## src/rtl/spad_pkg.sv

```systemverilog
// -----------------------------------------------------------------------------
// spad_pkg
// Shared definitions for the address scratchpad blocks.
//   ZERO_END    : data value that marks the end of an address vector
//   SPAD_DATA_W : default address entry width
//   SPAD_DEPTH  : default entries per bank
//   bank_idx_t  : index of one of the two ping-pong banks
//   other_bank  : returns the opposite bank of a ping-pong pair
// -----------------------------------------------------------------------------
package spad_pkg;

    localparam int ZERO_END    = 0;
    localparam int SPAD_DATA_W = 7;
    localparam int SPAD_DEPTH  = 32;

    typedef logic bank_idx_t;

    function automatic bank_idx_t other_bank(input bank_idx_t b);
        return ~b;
    endfunction

endpackage

```

## src/rtl/addr_spad_bank.sv

```systemverilog
// -----------------------------------------------------------------------------
// addr_spad_bank
// One scratchpad bank: DEPTH x DATA_W storage, one synchronous write port and
// one asynchronous (combinational) read port. Contents are not reset; the
// parent only exposes a bank after a full vector has been committed to it.
// Ports:
//   i_clk    : clock, rising edge
//   i_we     : write enable
//   i_waddr  : write address
//   i_wdata  : write data
//   i_raddr  : read address
//   o_rdata  : read data (combinational)
// -----------------------------------------------------------------------------
module addr_spad_bank
    import spad_pkg::*;
#(
    parameter int DATA_W = SPAD_DATA_W,
    parameter int DEPTH  = SPAD_DEPTH
) (
    input  logic                     i_clk,
    input  logic                     i_we,
    input  logic [$clog2(DEPTH)-1:0] i_waddr,
    input  logic [DATA_W-1:0]        i_wdata,
    input  logic [$clog2(DEPTH)-1:0] i_raddr,
    output logic [DATA_W-1:0]        o_rdata
);

    logic [DATA_W-1:0] r_mem [DEPTH];

    // Storage write port; intentionally without reset.
    always_ff @(posedge i_clk) begin
        if (i_we) begin
            r_mem[i_waddr] <= i_wdata;
        end
    end

    assign o_rdata = r_mem[i_raddr];

endmodule

```

## src/rtl/csc_addr_spad.sv

```systemverilog
// -----------------------------------------------------------------------------
// csc_addr_spad
// Ping-pong address scratchpad: two banks, one filled by the writer while the
// other is read. A vector ends with a zero entry or at the last address.
// Optional feature macro: ADDR_SPAD_OVF_CHK_EN adds the sticky 'ovf' output,
// set when a vector is cut off at the last address with a non-zero entry.
// Ports:
//   clock, reset_n          : clock (rising edge), async active-low reset
//   data_in/_valid/write_en : write beat; accepted when data_in_ready is high
//   data_in_ready           : write bank is free
//   write_fin               : combinational pulse on the committing beat
//   data_out/_valid         : current read entry of a committed bank
//   addr_read_inc           : advance read pointer
//   read_idx/read_idx_en    : load read pointer (wins over addr_read_inc)
//   read_keep               : keep bank committed at end of vector
//   read_fin                : combinational pulse at end of vector
//   bank_full               : per-bank committed flags
//   ovf                     : (macro only) sticky truncation flag
// -----------------------------------------------------------------------------
module csc_addr_spad
    import spad_pkg::*;
#(
    parameter int DATA_W = SPAD_DATA_W,
    parameter int DEPTH  = SPAD_DEPTH
) (
    input  logic                     clock,
    input  logic                     reset_n,
    input  logic [DATA_W-1:0]        data_in,
    input  logic                     data_in_valid,
    input  logic                     write_en,
    output logic                     data_in_ready,
    output logic                     write_fin,
    output logic [DATA_W-1:0]        data_out,
    output logic                     data_out_valid,
    input  logic                     addr_read_inc,
    input  logic [$clog2(DEPTH)-1:0] read_idx,
    input  logic                     read_idx_en,
    input  logic                     read_keep,
    output logic                     read_fin,
    output logic [1:0]               bank_full
`ifdef ADDR_SPAD_OVF_CHK_EN
    ,
    output logic                     ovf
`endif
);

    localparam int                IDX_W     = $clog2(DEPTH);
    localparam logic [IDX_W-1:0]  LAST_ADDR = IDX_W'(DEPTH - 1);
    localparam logic [DATA_W-1:0] ZERO_WORD = DATA_W'(ZERO_END);

    bank_idx_t         r_wr_bank;
    bank_idx_t         r_rd_bank;
    logic [IDX_W-1:0]  r_wr_addr;
    logic [IDX_W-1:0]  r_rd_addr;
    logic [1:0]        r_bank_full;

    logic              w_ready;
    logic              w_shake;
    logic              w_commit;
    logic              w_valid;
    logic              w_rd_active;
    logic              w_eov;
    logic              w_release;
    logic [DATA_W-1:0] w_rd_word;
    logic [DATA_W-1:0] w_data_out;
    logic [DATA_W-1:0] w_rdata0;
    logic [DATA_W-1:0] w_rdata1;
    logic [1:0]        w_bank_full_nxt;
    logic              w_we0;
    logic              w_we1;

    assign w_we0 = w_shake & (r_wr_bank == 1'b0);
    assign w_we1 = w_shake & (r_wr_bank == 1'b1);

    addr_spad_bank #(.DATA_W(DATA_W), .DEPTH(DEPTH)) u_bank0 (
        .i_clk   (clock),
        .i_we    (w_we0),
        .i_waddr (r_wr_addr),
        .i_wdata (data_in),
        .i_raddr (r_rd_addr),
        .o_rdata (w_rdata0)
    );

    addr_spad_bank #(.DATA_W(DATA_W), .DEPTH(DEPTH)) u_bank1 (
        .i_clk   (clock),
        .i_we    (w_we1),
        .i_waddr (r_wr_addr),
        .i_wdata (data_in),
        .i_raddr (r_rd_addr),
        .o_rdata (w_rdata1)
    );

    // Handshake, commit, read-side qualification and end-of-vector decode.
    // Beats are gated by reset_n so write_fin/read_fin stay low during reset.
    always_comb begin
        w_ready   = ~r_bank_full[r_wr_bank];
        w_shake   = reset_n & data_in_valid & write_en & w_ready;
        w_commit  = w_shake & ((data_in == ZERO_WORD) | (r_wr_addr == LAST_ADDR));
        w_valid   = r_bank_full[r_rd_bank];
        if (r_rd_bank == 1'b1) begin
            w_rd_word = w_rdata1;
        end else begin
            w_rd_word = w_rdata0;
        end
        // An uncommitted bank must never leak onto data_out.
        w_data_out  = w_valid ? w_rd_word : ZERO_WORD;
        w_eov       = (w_data_out == ZERO_WORD) | (r_rd_addr == LAST_ADDR);
        w_rd_active = reset_n & addr_read_inc & w_valid & ~read_idx_en;
        w_release   = w_rd_active & w_eov & ~read_keep;
    end

    // Next committed flags: commit and release always hit different banks.
    always_comb begin
        w_bank_full_nxt = r_bank_full;
        for (int b = 0; b < 2; b++) begin
            w_bank_full_nxt[b] = (w_commit  && (r_wr_bank == 1'(b))) ? 1'b1 :
                                 (w_release && (r_rd_bank == 1'(b))) ? 1'b0 :
                                 r_bank_full[b];
        end
    end

    // Write pointer and write bank selection.
    always_ff @(posedge clock or negedge reset_n) begin
        if (!reset_n) begin
            r_wr_addr <= {IDX_W{1'b0}};
            r_wr_bank <= 1'b0;
        end else if (w_commit) begin
            r_wr_addr <= {IDX_W{1'b0}};
            r_wr_bank <= other_bank(r_wr_bank);
        end else if (w_shake) begin
            r_wr_addr <= r_wr_addr + IDX_W'(1);
        end
    end

    // Read pointer and read bank selection; an index load wins over increment.
    always_ff @(posedge clock or negedge reset_n) begin
        if (!reset_n) begin
            r_rd_addr <= {IDX_W{1'b0}};
            r_rd_bank <= 1'b0;
        end else begin
            if (read_idx_en) begin
                r_rd_addr <= read_idx;
            end else if (w_rd_active) begin
                r_rd_addr <= w_eov ? {IDX_W{1'b0}} : (r_rd_addr + IDX_W'(1));
            end
            if (w_release) begin
                r_rd_bank <= other_bank(r_rd_bank);
            end
        end
    end

    // Per-bank committed flags.
    always_ff @(posedge clock or negedge reset_n) begin
        if (!reset_n) begin
            r_bank_full <= 2'b00;
        end else begin
            r_bank_full <= w_bank_full_nxt;
        end
    end

`ifdef ADDR_SPAD_OVF_CHK_EN
    logic r_ovf;

    // Sticky flag: vector truncated at the last address with a non-zero entry.
    always_ff @(posedge clock or negedge reset_n) begin
        if (!reset_n) begin
            r_ovf <= 1'b0;
        end else if (w_commit && (r_wr_addr == LAST_ADDR) && (data_in != ZERO_WORD)) begin
            r_ovf <= 1'b1;
        end
    end

    assign ovf = r_ovf;
`endif

    assign data_in_ready  = w_ready;
    assign write_fin      = w_commit;
    assign data_out       = w_data_out;
    assign data_out_valid = w_valid;
    assign read_fin       = w_rd_active & w_eov;
    assign bank_full      = r_bank_full;

endmodule

```

## config.mk

```make
export PLATFORM = sky130hd
export DESIGN_NAME = csc_addr_spad
export DESIGN_NICKNAME = d
export VERILOG_FILES = /design/src/rtl/spad_pkg.sv /design/src/rtl/addr_spad_bank.sv /design/src/rtl/csc_addr_spad.sv
export SDC_FILE = /design/constraint.sdc
export NUM_CORES = 1
export LEC_CHECK = 0
export CAP_MARGIN = 20
export CORE_AREA = 2 2 172 207
export CTS_CLUSTER_DIAMETER = 30
export CTS_CLUSTER_SIZE = 8
export DETAILED_ROUTE_END_ITERATION = 12
export DIE_AREA = 0 0 174 209
export PLACE_DENSITY = 0.75
export RECOVER_POWER = 100
export SLEW_MARGIN = 5
export SYNTH_ARGS = -nofsm -noshare
export SYNTH_HDL_FRONTEND = slang
export SYNTH_HIERARCHICAL = 1
export SYNTH_SLANG_ARGS = --single-unit
```

## constraint.sdc

```tcl
create_clock -name clock -period 3.9 [get_ports clock]
set_input_delay 0.585 -clock clock [delete_from_list [all_inputs] [get_ports clock]]
set_output_delay 0.585 -clock clock [all_outputs]
set_load 0.01 [all_outputs]
```

==> impl_metrics.py <==
metrics = {
    "worst_setup_path": {
        "crit_arrival_ps": 3730,
        "cp_data_required_time_ps": 3310,
        "cp-end-kind": "primary output",
        "reg2reg_to": "bank_full[1]$_DFFE_PN0P_",
        "reg2reg_from": "r_rd_addr[0]$_DFFE_PN0P_",
        "cp-start-kind": "flop",
        "reg2reg_depth": 11,
        "r2r_slack_ps": 260,
        "crit_fanout": 7,
        "path_class": "reg -> out",
    },
    "drt": {
        "drtIter0Drc": 1190,
        "wire_per_inst_um": 29.6,
        "vias": 9653,
        "drtAntennaViolNets": 0,
        "drc": 0,
        "finalWirelength_um": 44700,
        "vias_per_cell": 6.39,
        "dr.pass1.iters": 5,
    },
    "yosys": {
        "synthTopCellsByCount": "edfxtp_1 (448), mux4_2 (140), nor2_1 (70)",
        "synth.most_common_cell": "edfxtp_1",
        "synth_nets": 852,
        "synth_edf_count": 448,
        "synth_xor_area_frac": 0.000956,
        "yosysTopAreaCell": "edfxtp_1",
        "synth_warnings": 6,
        "async_reset_ff_frac": 0.0303,
        "synthDistinctLibCells": 42,
        "ys.flop_type": "edfxtp_1",
        "syn_inst": 829,
        "ys_ff_latch": 462,
        "synth.area.top_cells": "edfxtp_1 (73%), mux4_2 (17%), dfrtp_1 (1.9%)",
        "netlist.area_leader.share": 0.734,
        "ys_seq_area_frac": 0.753,
        "synth_area_mm2": 0.0183,
        "postSynthAreaPerCell_um2": 22.1,
        "synth.area.mux_share": 0.181,
        "synth_compound_area_frac": 0.0120,
        "synth_top_family_by_area": "multiplexers",
        "synth_fa_ha_area_frac": 0.00273,
        "synth-simple-area-share": 0.0365,
    },
    "clock_network": {
        "hold_buffers": 0,
        "cts_root_buf": "clkbuf_16",
        "path_clk_slew_ps": 50,
        "cts_buffers": 80,
        "clk_path_buf_depth": 3,
        "clock_insertion_delay_worst_skew_ps": 570,
        "htreeDepth": 3,
        "cts_tree": "yes",
        "cts.sinks": 462,
    },
    "finish": {
        "final_area_mm2": 0.0225,
        "post_route_cells_drive_above_1_share": 0.333,
        "utilization": 0.650,
        "nets": 1023,
        "fillers": 2218,
        "syn_to_final_growth_pct": 22.6,
        "num_antenna_cells": 0,
        "instances_no_fill": 1511,
    },
    "global_route": {
        "grt_pass1_vias": 10037,
        "grt_pass1_wl_um": 66300,
        "grt_antenna_before_repair": 0,
        "track_usage": 0.253,
        "overflow": 0,
        "grt_max_degree": 65,
    },
    "placed_design": {
        "dp_cells": 1352,
        "io_buffers": 31,
        "post-place-ws_ps": -372,
        "dpl_cell_area_mm2": 0.0196,
        "place_hpwl_um": 23800,
        "gp_congestion": 0.878,
    },
    "worst_hold_path": {
        "hold_path.class": "in -> async",
    },
    "status": {
        "failed_checks": "max-capacitance violations, max-slew violations, negative setup slack",
        "status": "complete, but fails checks",
    },
    "floorplan": {
        "fp.dieW_um": 174,
        "ioPinCount": 32,
        "row_count": 75,
        "fp.dieH_um": 209,
        "core-area_mm2": 0.0345,
        "floorplan.initialDensity": 0.531,
        "dieArea_mm2": 0.0364,
    },
    "timing": {
        "setup_viol": 4,
        "timing.fmax_mhz": 232,
        "max_slew.worst_pin.slew_ps": 3140,
        "period_minus_slack_ps": 4320,
        "fin_ws_ps": -416,
        "hold_viol": 0,
        "setup_tns_ps": -432,
        "slew_headroom": -1.09,
        "slew_viol_final": 428,
        "clock_skew_ps": 17.2,
        "rsz0062_at_grt": "yes",
        "fin_crit_sh": 1.11,
    },
    "pwr": {
        "peakVddDrop_mv": 0.345,
        "p_per_area_mw_per_mm2": 590,
        "p_leak_nw": 7.30,
    },
    "flow_run": {
        "max-cap-violations": 7,
    },
}
worst max-delay path, cell delays in order, from the launching register on:
cell and delay (ps):
dfrtp_4 440, buf_12 180, buf_16 160, mux4_2 540, mux4_2 550, mux2_4 310
a22o_4 260, nor4_4 330, a21oi_2 120, nor3_2 110, buf_2 160
stage by stage:
| step | hold slack, ps | power, W |
|---|---|---|
| floorplan | 289 | 0.00623 |
| global placement | 540 | 0.00660 |
| detailed placement | 554 | 0.00662 |
| CTS | 320 | 0.0133 |
| global route | 402 | 0.0136 |
| finish | 394 | 0.0132 |
registers in the layout, indices dropped and copies added (netlist names):
name	flops
bank_full	2
r_wr_bank	1
u_bank1/r_mem	224
r_rd_bank	1
u_bank0/r_mem	224
r_rd_addr	5
r_wr_addr	5
logic make-up after synthesis:
kind of cell	Yosys count
simple gates	132
buf+inv	41
fa+ha+maj	4
xor+xnor	2
compound gates	33
flops	462
mux	155
placed cells by master, fill, tap and decap left out, types with 11 or more instances in the layout:
| master | instances |
|---|---|
| buf_12 | 12 |
| buf_4 | 36 |
| clkbuf_1 | 62 |
| clkbuf_16 | 84 |
| clkdlybuf4s50_1 | 12 |
| dfrtp_1 | 11 |
| edfxtp_1 | 448 |
| mux4_2 | 140 |
| nand2_1 | 13 |
| nor2_1 | 70 |
where the power goes:
part           switching, W  leakage (nW)  total, W  internal, W
sequential        0.0000554          4.19   0.00558      0.00552
clock               0.00222          1.21   0.00654      0.00431
combinational      0.000612          1.90   0.00113     0.000522
per-layer routing:
| layer | wire length [µm] | track usage | vias to the layer above |
|---|---|---|---|
| met5 | 0 | 0 | - |
| met4 | 1920 | 0.110 | 0 |
| met3 | 3580 | 0.0482 | 136 |
| met2 | 23500 | 0.433 | 582 |
| met1 | 15800 | 0.317 | 5069 |
| li1 | - | - | 3866 |
what timing repair did:
| action | CTS | global route |
|---|---|---|
| endpoints found under the setup margin | 8 | 8 |
| gates resized for setup | 43 | 8 |
| cloned | 7 | 0 |
| buffers inserted | 22 | 2 |
| pin swaps | 7 | 2 |
area by class of cell:
cell class	instances	area (µm²)	share of cell area
Clock buffer	105	2200	0.0980
Multi-Input combinational cell	326	4340	0.193
Inverter	4	15.0	0.000668
Clock inverter	26	312	0.0139
Sequential cell	462	13800	0.615
Tap cell	462	578	0.0257
Timing Repair Buffer	126	1200	0.0535
worst max path at each step:
stage                                   startpoint       end  slack, ps  cells after the start
after floorplan           r_rd_addr[2]$_DFFE_PN0P_  read_fin        110                      9
after global placement    r_rd_addr[0]$_DFFE_PN0P_  read_fin       -380                      9
after detailed placement  r_rd_addr[0]$_DFFE_PN0P_  read_fin       -370                      9
after global routing      r_rd_addr[0]$_DFFE_PN0P_  read_fin       -550                     10
final                     r_rd_addr[0]$_DFFE_PN0P_  read_fin       -420                     10
after CTS                 r_rd_addr[0]$_DFFE_PN0P_  read_fin       -460                     11
Power figures use the tool's default switching activity.
